[config.mk]
export PLATFORM = sky130hd
export DESIGN_NAME = env_ramp_engine
export DESIGN_NICKNAME = d
export VERILOG_FILES = /design/src/rtl/env_ramp_engine.sv
export SDC_FILE = /design/constraint.sdc
export NUM_CORES = 2
export LEC_CHECK = 0
export ABC_AREA = 1
export BUFFER_PORTS_ARGS = -buffer_cell sky130_fd_sc_hd__buf_2
export CORE_ASPECT_RATIO = 0.5
export CORE_MARGIN = 2
export CORE_UTILIZATION = 40
export CTS_CLUSTER_SIZE = 24
export DETAILED_ROUTE_END_ITERATION = 12
export PLACE_DENSITY = 0.63
export SYNTH_ARGS = -nofsm -noshare
export SYNTH_HDL_FRONTEND = slang
export SYNTH_SLANG_ARGS = --single-unit
[constraint.sdc]
create_clock -name sCLK_XVXENVS -period 36 [get_ports sCLK_XVXENVS]
set_input_delay 1.8 -clock sCLK_XVXENVS [delete_from_list [all_inputs] [get_ports sCLK_XVXENVS]]
set_output_delay 1.8 -clock sCLK_XVXENVS [all_outputs]
set_load 0.05 [all_outputs]
[src/rtl/env_ramp_engine.sv]
// Per-slot four-segment linear envelope engine, two-stage pipeline.
// Optional ENV_HARD_RETRIGGER_EN: gate rising edge restarts attack from 0.
module env_ramp_engine #(
    parameter int VOICES  = 8,
    parameter int V_ENVS  = 8,
    parameter int V_WIDTH = 3,
    parameter int E_WIDTH = 3,
    parameter int L_WIDTH = 16
) (
    input  logic                       sCLK_XVXENVS,
    input  logic                       reset_reg,
    input  logic [V_WIDTH+E_WIDTH-1:0] xxxx,
    input  logic                       n_xxxx_zero,
    input  logic [VOICES-1:0]          gate,
    input  logic [L_WIDTH-1:0]         attack_rate,
    input  logic [L_WIDTH-1:0]         decay_rate,
    input  logic [L_WIDTH-1:0]         sustain_level,
    input  logic [L_WIDTH-1:0]         release_rate,
    output logic [L_WIDTH-1:0]         env_level,
    output logic [V_WIDTH+E_WIDTH-1:0] env_idx,
    output logic                       env_valid,
    output logic [VOICES-1:0]          voice_active
);

    localparam int SLOTS   = VOICES * V_ENVS;
    localparam int I_WIDTH = V_WIDTH + E_WIDTH;
    localparam logic [L_WIDTH-1:0] LMAX = '1;

    typedef enum logic [2:0] {
        IDLE,
        ATTACK,
        DECAY,
        SUSTAIN,
        RELEASE
    } env_state_t;

    env_state_t         st_mem [SLOTS];
    logic [L_WIDTH-1:0] lv_mem [SLOTS];
    logic [SLOTS-1:0]   pg_mem;

    logic [VOICES-1:0]  gate_frame;
    logic [I_WIDTH-1:0] idx0;
    logic               g0;
    logic               valid0;

    env_state_t         st_cur;
    env_state_t         st_nxt;
    logic [L_WIDTH-1:0] lv_cur;
    logic [L_WIDTH-1:0] lv_base;
    logic [L_WIDTH-1:0] lv_nxt;
    logic               pg_cur;
    logic               rise;
    logic               fall;
    logic [L_WIDTH:0]   att_sum;
    logic [L_WIDTH:0]   dec_floor;

    // Stage 0: latch index and the frame-stable gate of its voice
    always_ff @(posedge sCLK_XVXENVS or posedge reset_reg) begin
        if (reset_reg) begin
            gate_frame <= '0;
            idx0       <= '0;
            g0         <= 1'b0;
            valid0     <= 1'b0;
        end else begin
            if (n_xxxx_zero)
                gate_frame <= gate;
            idx0   <= xxxx;
            g0     <= gate_frame[xxxx[I_WIDTH-1:E_WIDTH]];
            valid0 <= 1'b1;
        end
    end

    always_comb begin
        st_cur = st_mem[idx0];
        lv_cur = lv_mem[idx0];
        pg_cur = pg_mem[idx0];
        st_nxt = st_cur;
        lv_nxt = lv_cur;
        rise   = g0 && !pg_cur;
        fall   = !g0 && pg_cur && (st_cur != IDLE);
`ifdef ENV_HARD_RETRIGGER_EN
        lv_base = rise ? '0 : lv_cur;
`else
        lv_base = lv_cur;
`endif
        att_sum   = {1'b0, lv_base} + {1'b0, attack_rate};
        dec_floor = {1'b0, sustain_level} + {1'b0, decay_rate};
        if (fall) begin
            st_nxt = RELEASE;
        end else if (rise || st_cur == ATTACK) begin
            st_nxt = ATTACK;
            lv_nxt = lv_base;
            if (attack_rate != '0) begin
                if (att_sum >= {1'b0, LMAX}) begin
                    lv_nxt = LMAX;
                    st_nxt = DECAY;
                end else begin
                    lv_nxt = att_sum[L_WIDTH-1:0];
                end
            end
        end else begin
            case (st_cur)
                DECAY: begin
                    if ({1'b0, lv_cur} <= dec_floor) begin
                        lv_nxt = sustain_level;
                        st_nxt = SUSTAIN;
                    end else begin
                        lv_nxt = lv_cur - decay_rate;
                    end
                end
                SUSTAIN: lv_nxt = sustain_level;
                RELEASE: begin
                    // zero rate freezes the release instead of snapping to 0
                    if (release_rate != '0) begin
                        if (lv_cur <= release_rate) begin
                            lv_nxt = '0;
                            st_nxt = IDLE;
                        end else begin
                            lv_nxt = lv_cur - release_rate;
                        end
                    end
                end
                default: ;
            endcase
        end
    end

    // Stage 1: write back slot state and present the new level
    always_ff @(posedge sCLK_XVXENVS or posedge reset_reg) begin
        if (reset_reg) begin
            for (int i = 0; i < SLOTS; i++) begin
                st_mem[i] <= IDLE;
                lv_mem[i] <= '0;
            end
            pg_mem    <= '0;
            env_level <= '0;
            env_idx   <= '0;
            env_valid <= 1'b0;
        end else begin
            if (valid0) begin
                st_mem[idx0] <= st_nxt;
                lv_mem[idx0] <= lv_nxt;
                pg_mem[idx0] <= g0;
            end
            env_level <= lv_nxt;
            env_idx   <= idx0;
            env_valid <= valid0;
        end
    end

    always_comb begin
        voice_active = '0;
        for (int s = 0; s < SLOTS; s++) begin
            if (st_mem[s] != IDLE)
                voice_active[s / V_ENVS] = 1'b1;
        end
    end

endmodule
Word-level counts from Yosys, hierarchy flattened:

Cells that the tools add are included.

* register bits after elaboration: 1319
* input port bits: 81
* output and inout port bits: 31

* equal/unequal tests: 4
* order comparisons: 8
* reduce and logical (&&, ||, !) cells: 75
* bitwise logic cells: 1
* add/sub/neg operators: 4
* mux-type cells: 99

Operators by type and width (number)
* 1024-bit bitwise mux: 1
* 3-bit nonzero test: 65
* 192-bit bitwise mux: 1
* 16-bit two-way mux: 10
* 16-bit binary-select mux with 6-bit select: 1
* 16-bit demux with 6-bit select: 1
* 1-bit two-way mux: 67
* 64-bit bitwise mux: 1
* 16-bit case mux with 3 select lines: 1
* 16-bit by 16-bit adder with 17-bit output: 2
* 16-bit nonzero test: 2
* 16-bit subtractor: 2
* 3-bit two-way mux: 8
* 3-bit binary-select mux with 6-bit select: 1
* 3-bit demux with 6-bit select: 1
* 17-bit by 16-bit greater-or-equal comparator with 1-bit output, second input constant: 1
* 16-bit by 17-bit <= comparator with 1-bit output: 1
* 16-bit <= comparator: 1
* 7-bit greater-or-equal comparator, second input constant: 1
* 6-bit by 7-bit < comparator with 1-bit output, second input constant: 1
* 7-bit by 1-bit < comparator with 1-bit output, second input constant: 1
* 6-bit inverter with 7-bit output: 1
* 1-bit binary-select mux with 6-bit select: 1
* 1-bit demux with 6-bit select: 1
* other kinds (11): 18

Logic depth before layout (Yosys ltp):

* word-level depth: 11
* mapped depth: 39
* mapped depth without buffers: 33

Worst setup path before layout:

Ideal clock, no wire load.

* path type: input-to-reg
* start point: input decay_rate[2]
* end point: register lv_mem[786] (netlist bit)
* setup time: 0.118 ns
* cell stages on the path: 27
* setup slack: 30.624 ns
* arrival: 5.258 ns
* path through: ha_1 -> a21o_1 -> a31oi_1 -> inv_1 -> nand3_1 -> o2111ai_1 -> nand3_1 -> nand2_1 -> nand2_1 -> nand2_1 -> a21oi_1 -> xor2_1 -> ha_1 -> nand4_1 -> o211ai_1 -> nor2_1 -> nand2_1 -> inv_1 -> buf_1 -> o21ai_0 -> nand3_1 -> nand4_1 -> nand2_1 -> nand2_4 -> buf_6 -> nand3_1 -> nand2_1

* word-level cells in the longest chain between the ends: 7

RTL lines
* start: declaration: RTL line 16 `input logic [L_WIDTH-1:0] decay_rate,`
* 16-bit by 16-bit adder with 17-bit output: RTL line 87 `dec_floor = {1'b0, sustain_level} + {1'b0, decay_rate};`
* 16-bit by 17-bit <= comparator with 1-bit output: RTL line 104 `if ({1'b0, lv_cur} <= dec_floor) begin`
* 16-bit two-way mux (*): RTL line 104
* 16-bit case mux with 3 select lines (*): RTL line 102 `case (st_cur)`
* 16-bit two-way mux (*): RTL line 90 `end else if (rise || st_cur == ATTACK) begin`
* 16-bit two-way mux (*): RTL line 88 `if (fall) begin`
* 1024-bit bitwise mux (*): RTL line 142 `lv_mem[idx0] <= lv_nxt;`
* end signal: indexed assignment: RTL line 142
* end: declaration: RTL line 38 `logic [L_WIDTH-1:0] lv_mem [SLOTS];`

Every way passes the cells marked *; elsewhere a longest branch is shown, timed or not.
A chain may end at the register's enable or synchronous reset.

Final worst setup path:

* start point: register idx0[1]
* end point: register lv_mem[725] (netlist bit)

* word-level cells in the longest chain between the ends: 11

RTL lines
* start: declaration: RTL line 42 `logic [I_WIDTH-1:0] idx0;`
* start signal: assignment: RTL line 61 `idx0 <= '0;`
* start signal: assignment: RTL line 67 `idx0 <= xxxx;`
* 6-bit inverter with 7-bit output (not written as such): RTL line 74, 75, 142
* 16-bit binary-select mux with 6-bit select: RTL line 75 `lv_cur = lv_mem[idx0];`
* 16-bit two-way mux (not written as such) (2 in a row): RTL line 75
* 16-bit by 16-bit adder with 17-bit output, or another cell as far along: RTL line 86 `att_sum = {1'b0, lv_base} + {1'b0, attack_rate};`
* 17-bit by 16-bit greater-or-equal comparator with 1-bit output or 16-bit two-way mux (tied branches): RTL line 94, 115
* 16-bit two-way mux (on tied branches): RTL line 94, 114
* 16-bit two-way mux or 16-bit case mux with 3 select lines (tied branches): RTL line 93, 102
* 16-bit two-way mux: RTL line 90
* 16-bit two-way mux: RTL line 88
* 1024-bit bitwise mux (*): RTL line 142

Every way passes the cells marked *; elsewhere a longest branch is shown, timed or not. The select of a mux whose other input is x is not followed.

==> results.yml <==
outcome:
  status: "finished, final reports clean"
finish:
  regArea_sq_um: 33000
  syn2layout_area_growth_pct: 8.41
  nets: 9781
  multi_input_area_sq_um: 32900
  nFillCells: 17757
  drive_above_1_share_pct: 6.18
floorplan:
  dieHeight_microns: 301
  start_util_pct: 40.5
  core_area_sq_um: 174000
  dieArea_sq_um: 180000
  placementRows: 108
  die_w_microns: 598
  io_pins: 112
synthesis:
  yosysWarnings: 0
  ys_seq_area_share_pct: 46.8
  synth.top_cell.area_share_pct: 46.8
  synth.distinct_cells: 49
  postSynthCellCount: 9922
  async_reset_ff_share_pct: 100
  syn_avg_cell_area_sq_um: 7.11
  synth_ff_type: "dfrtp_1"
  yosys.area.top_type: "dfrtp_1"
  ys_ff_latch: 1319
  synth_edf_count: 0
  yosys-top-cells-area: "dfrtp_1 47%, nand2_1 26%, nand3_1 8.3%, a21oi_1 2.7%, o21ai_0 2.0%"
  syn_area_sq_um: 70600
  synth_fp_nets: 10086
timing:
  worstMarginPinSlew_ns: 1.31
  slew_headroom_pct: 12.6
  skew_ns: 0.0699
  max_freq_ghz: 0.110
  rsz0062_at_grt: "false"
  slew_violations: 0
  tns_ns: 0
  setup_viol: 0
  period_minus_slack_ns: 9.12
  hold_viol: 0
  fin_crit_sh_pct: 25.3
grt:
  grt_usage_pct: 30.6
  grt_max_degree: 163
  grt_pass1_vias: 64301
  grt_pass1_wl_microns: 418000
  antenna_found_initial: 7
  grt_overflow: 0
route:
  wl_per_cell_microns: 23.1
  drtPass1Iterations: 6
  vias: 68562
  wl_microns: 278000
  drtIter0Drc: 9740
  drc: 0
  ant_nets: 0
  vias_per_cell: 5.70
worst_hold_path:
  min_path_type: "flop to flop"
setup_path:
  critical_path_class: "flop to flop"
  rrSetupSlack_ns: 26.88
  end_kind: "flop"
  cp_max_fo: 95
  crit_required_ns: 36.74
  critPathLaunch: "idx0[1]"
  crit_end: "lv_mem[725]"
  timing.rr.end: "lv_mem[725]"
  crit_arrival_ns: 9.86
  reg2reg_from: "idx0[1]"
  start_kind: "flop"
  reg2reg_depth: 26
power_and_ir_drop:
  power.total_mw: 4.66
  p_leak_nw: 39.0
  power-per-cell-area_nw_per_um2: 60.9
  ir_drop_uv: 49.8
clock_tree:
  ctsRootBufferMaster: "clkbuf_16"
  numCtsBuffers: 130
  cts_tree: "yes"
  path_clk_slew_ns: 0.07
  clock-sinks: 1319
  ctsResizeCount: 0
  max-clock-path-buffers: 3
  postCtsSetupRepairBufs: 0
  clock_latency_ns: 0.84
  holdBufCountCts: 0
  htree_levels: 4
placed_design:
  place_hpwl_microns: 164000
  place_congestion: 0.925
  io_buffers: 111
job:
  maxCapViolations: 0
[cells in the mapped netlist, types with 20 or more instances]
master and instances:
a21oi_1 384, buf_1 72, buf_2 215, buf_4 50, buf_6 67, clkbuf_1 297, dfrtp_1 1319, ha_1 79
inv_1 329, inv_2 42, nand2_1 4813, nand3_1 1165, nand4_1 37, nor2_1 264, nor3_1 23, nor4_1 47
o21ai_0 280, o21ai_1 253, xor2_1 20
[worst min path at each step]
| stage | depth (start not counted) | slack, ns | to | startpoint |
|---|---|---|---|---|
| global placement | 2 | 0.46 | lv_mem[767] | lv_mem[767] |
| detailed placement | 2 | 0.46 | lv_mem[447] | lv_mem[447] |
| CTS | 2 | 0.48 | lv_mem[447] | lv_mem[447] |
| floorplan | 0 | 0.35 | env_idx[1] | idx0[1] |
| global route | 0 | 0.49 | env_valid | valid0 |
| finish | 2 | 0.48 | lv_mem[447] | lv_mem[447] |
[layer usage]
layer	track usage (%)	part of all wire (%)	up-vias
met3	10.3	14	557
li1	-	-	30879
met5	0	0	-
met2	43.9	41	4026
met1	42.5	41	33100
met4	12.0	4.0	0
[layout by cell type, fill, tap and decap left out, types with 6 or more instances in the layout]
cell / n
and2_1: 6
ha_1: 79
inv_1: 327
o211ai_1: 16
nor3_2: 15
nand2_1: 4797
buf_12: 7
clkbuf_8: 31
a22oi_1: 8
o21bai_1: 7
nand4_1: 37
dfrtp_1: 1315
a21o_1: 8
nor4_1: 46
o21ai_1: 253
clkinv_16: 8
clkbuf_16: 130
clkinv_2: 14
xnor2_1: 14
or2_2: 13
bufinv_16: 10
nand3b_1: 16
nor2_1: 262
inv_2: 39
nand2_2: 17
nand2_4: 20
o21ai_0: 280
nand3_4: 6
xor2_1: 20
nor3_1: 11
buf_2: 111
a21boi_0: 14
clkbuf_1: 31
nand3_1: 1160
buf_4: 146
a21oi_1: 384
[through the flow]
stage | util [%] | std cells | cell area [sq um] | setup slack (ns) | hold WS, ns
after floorplan | - | 9922 | 70600 | 15.96 | 0.349
after global placement | 41.3 | 11795 | 72000 | 27.41 | 0.458
after detailed placement | 41.3 | 11795 | 72000 | 27.41 | 0.460
after CTS | 43.9 | 12029 | 76500 | 27.36 | 0.477
after global routing | 43.9 | 12032 | 76500 | 26.53 | 0.489
final | 43.9 | 12033 | 76500 | 26.88 | 0.477
[kinds of logic after synthesis]
logic type / after synthesis / share of synthesized area, %
flops: 1319 / 46.8
fa+ha+maj: 83 / 1.51
other cells: 1 / 0.00531
simple gates: 6423 / 36.9
xor+xnor: 34 / 0.422
compound gates: 987 / 7.25
mux: 3 / 0.0479
buf+inv: 1072 / 7.06
[layout make-up]
type	instances	share of cell area, %
Antenna cell	4	0.0131
Clock buffer	192	4.96
Clock inverter	42	0.971
Inverter	371	1.85
Multi-Input combinational cell	7531	42.9
Sequential cell	1319	43.1
Tap cell	2310	3.78
Timing Repair Buffer	264	2.34
[state kept, by name, summed over array words and instances, names as in the netlist, 6 cells and up]
name / count
lv_mem: 1024
st_mem: 192
pg_mem: 64
env_level: 16
gate_frame: 8
env_idx: 6
idx0: 6
[critical path, stage by stage (launching register included)]
cell      delay [ns]
dfrtp_4         0.65
inv_8           0.65
buf_4           0.58
buf_4           0.72
a21oi_1         0.08
o21ai_0         0.22
nand2_1         0.10
nand2_1         0.33
nand2_1         0.09
nor2_1          0.85
nand2_1         0.68
ha_1            0.51
nand2_1         0.11
nor2_1          0.12
nand4_1         0.08
o211ai_1        0.18
nor2_1          0.10
nand2_1         0.47
inv_1           0.39
nand2_1         0.16
nand3_1         0.11
nand4_1         0.17
nand2_1         0.17
nand2_4         0.08
buf_4           0.82
nand3_1         0.17
nand2_1         0.11
[report_power, final]
group,total [mW],internal [mW],switching [mW]
clock,1.48,0.818,0.659
sequential,1.97,1.79,0.177
combinational,1.21,0.327,0.886
No activity file was read; power rests on OpenSTA's default activity.
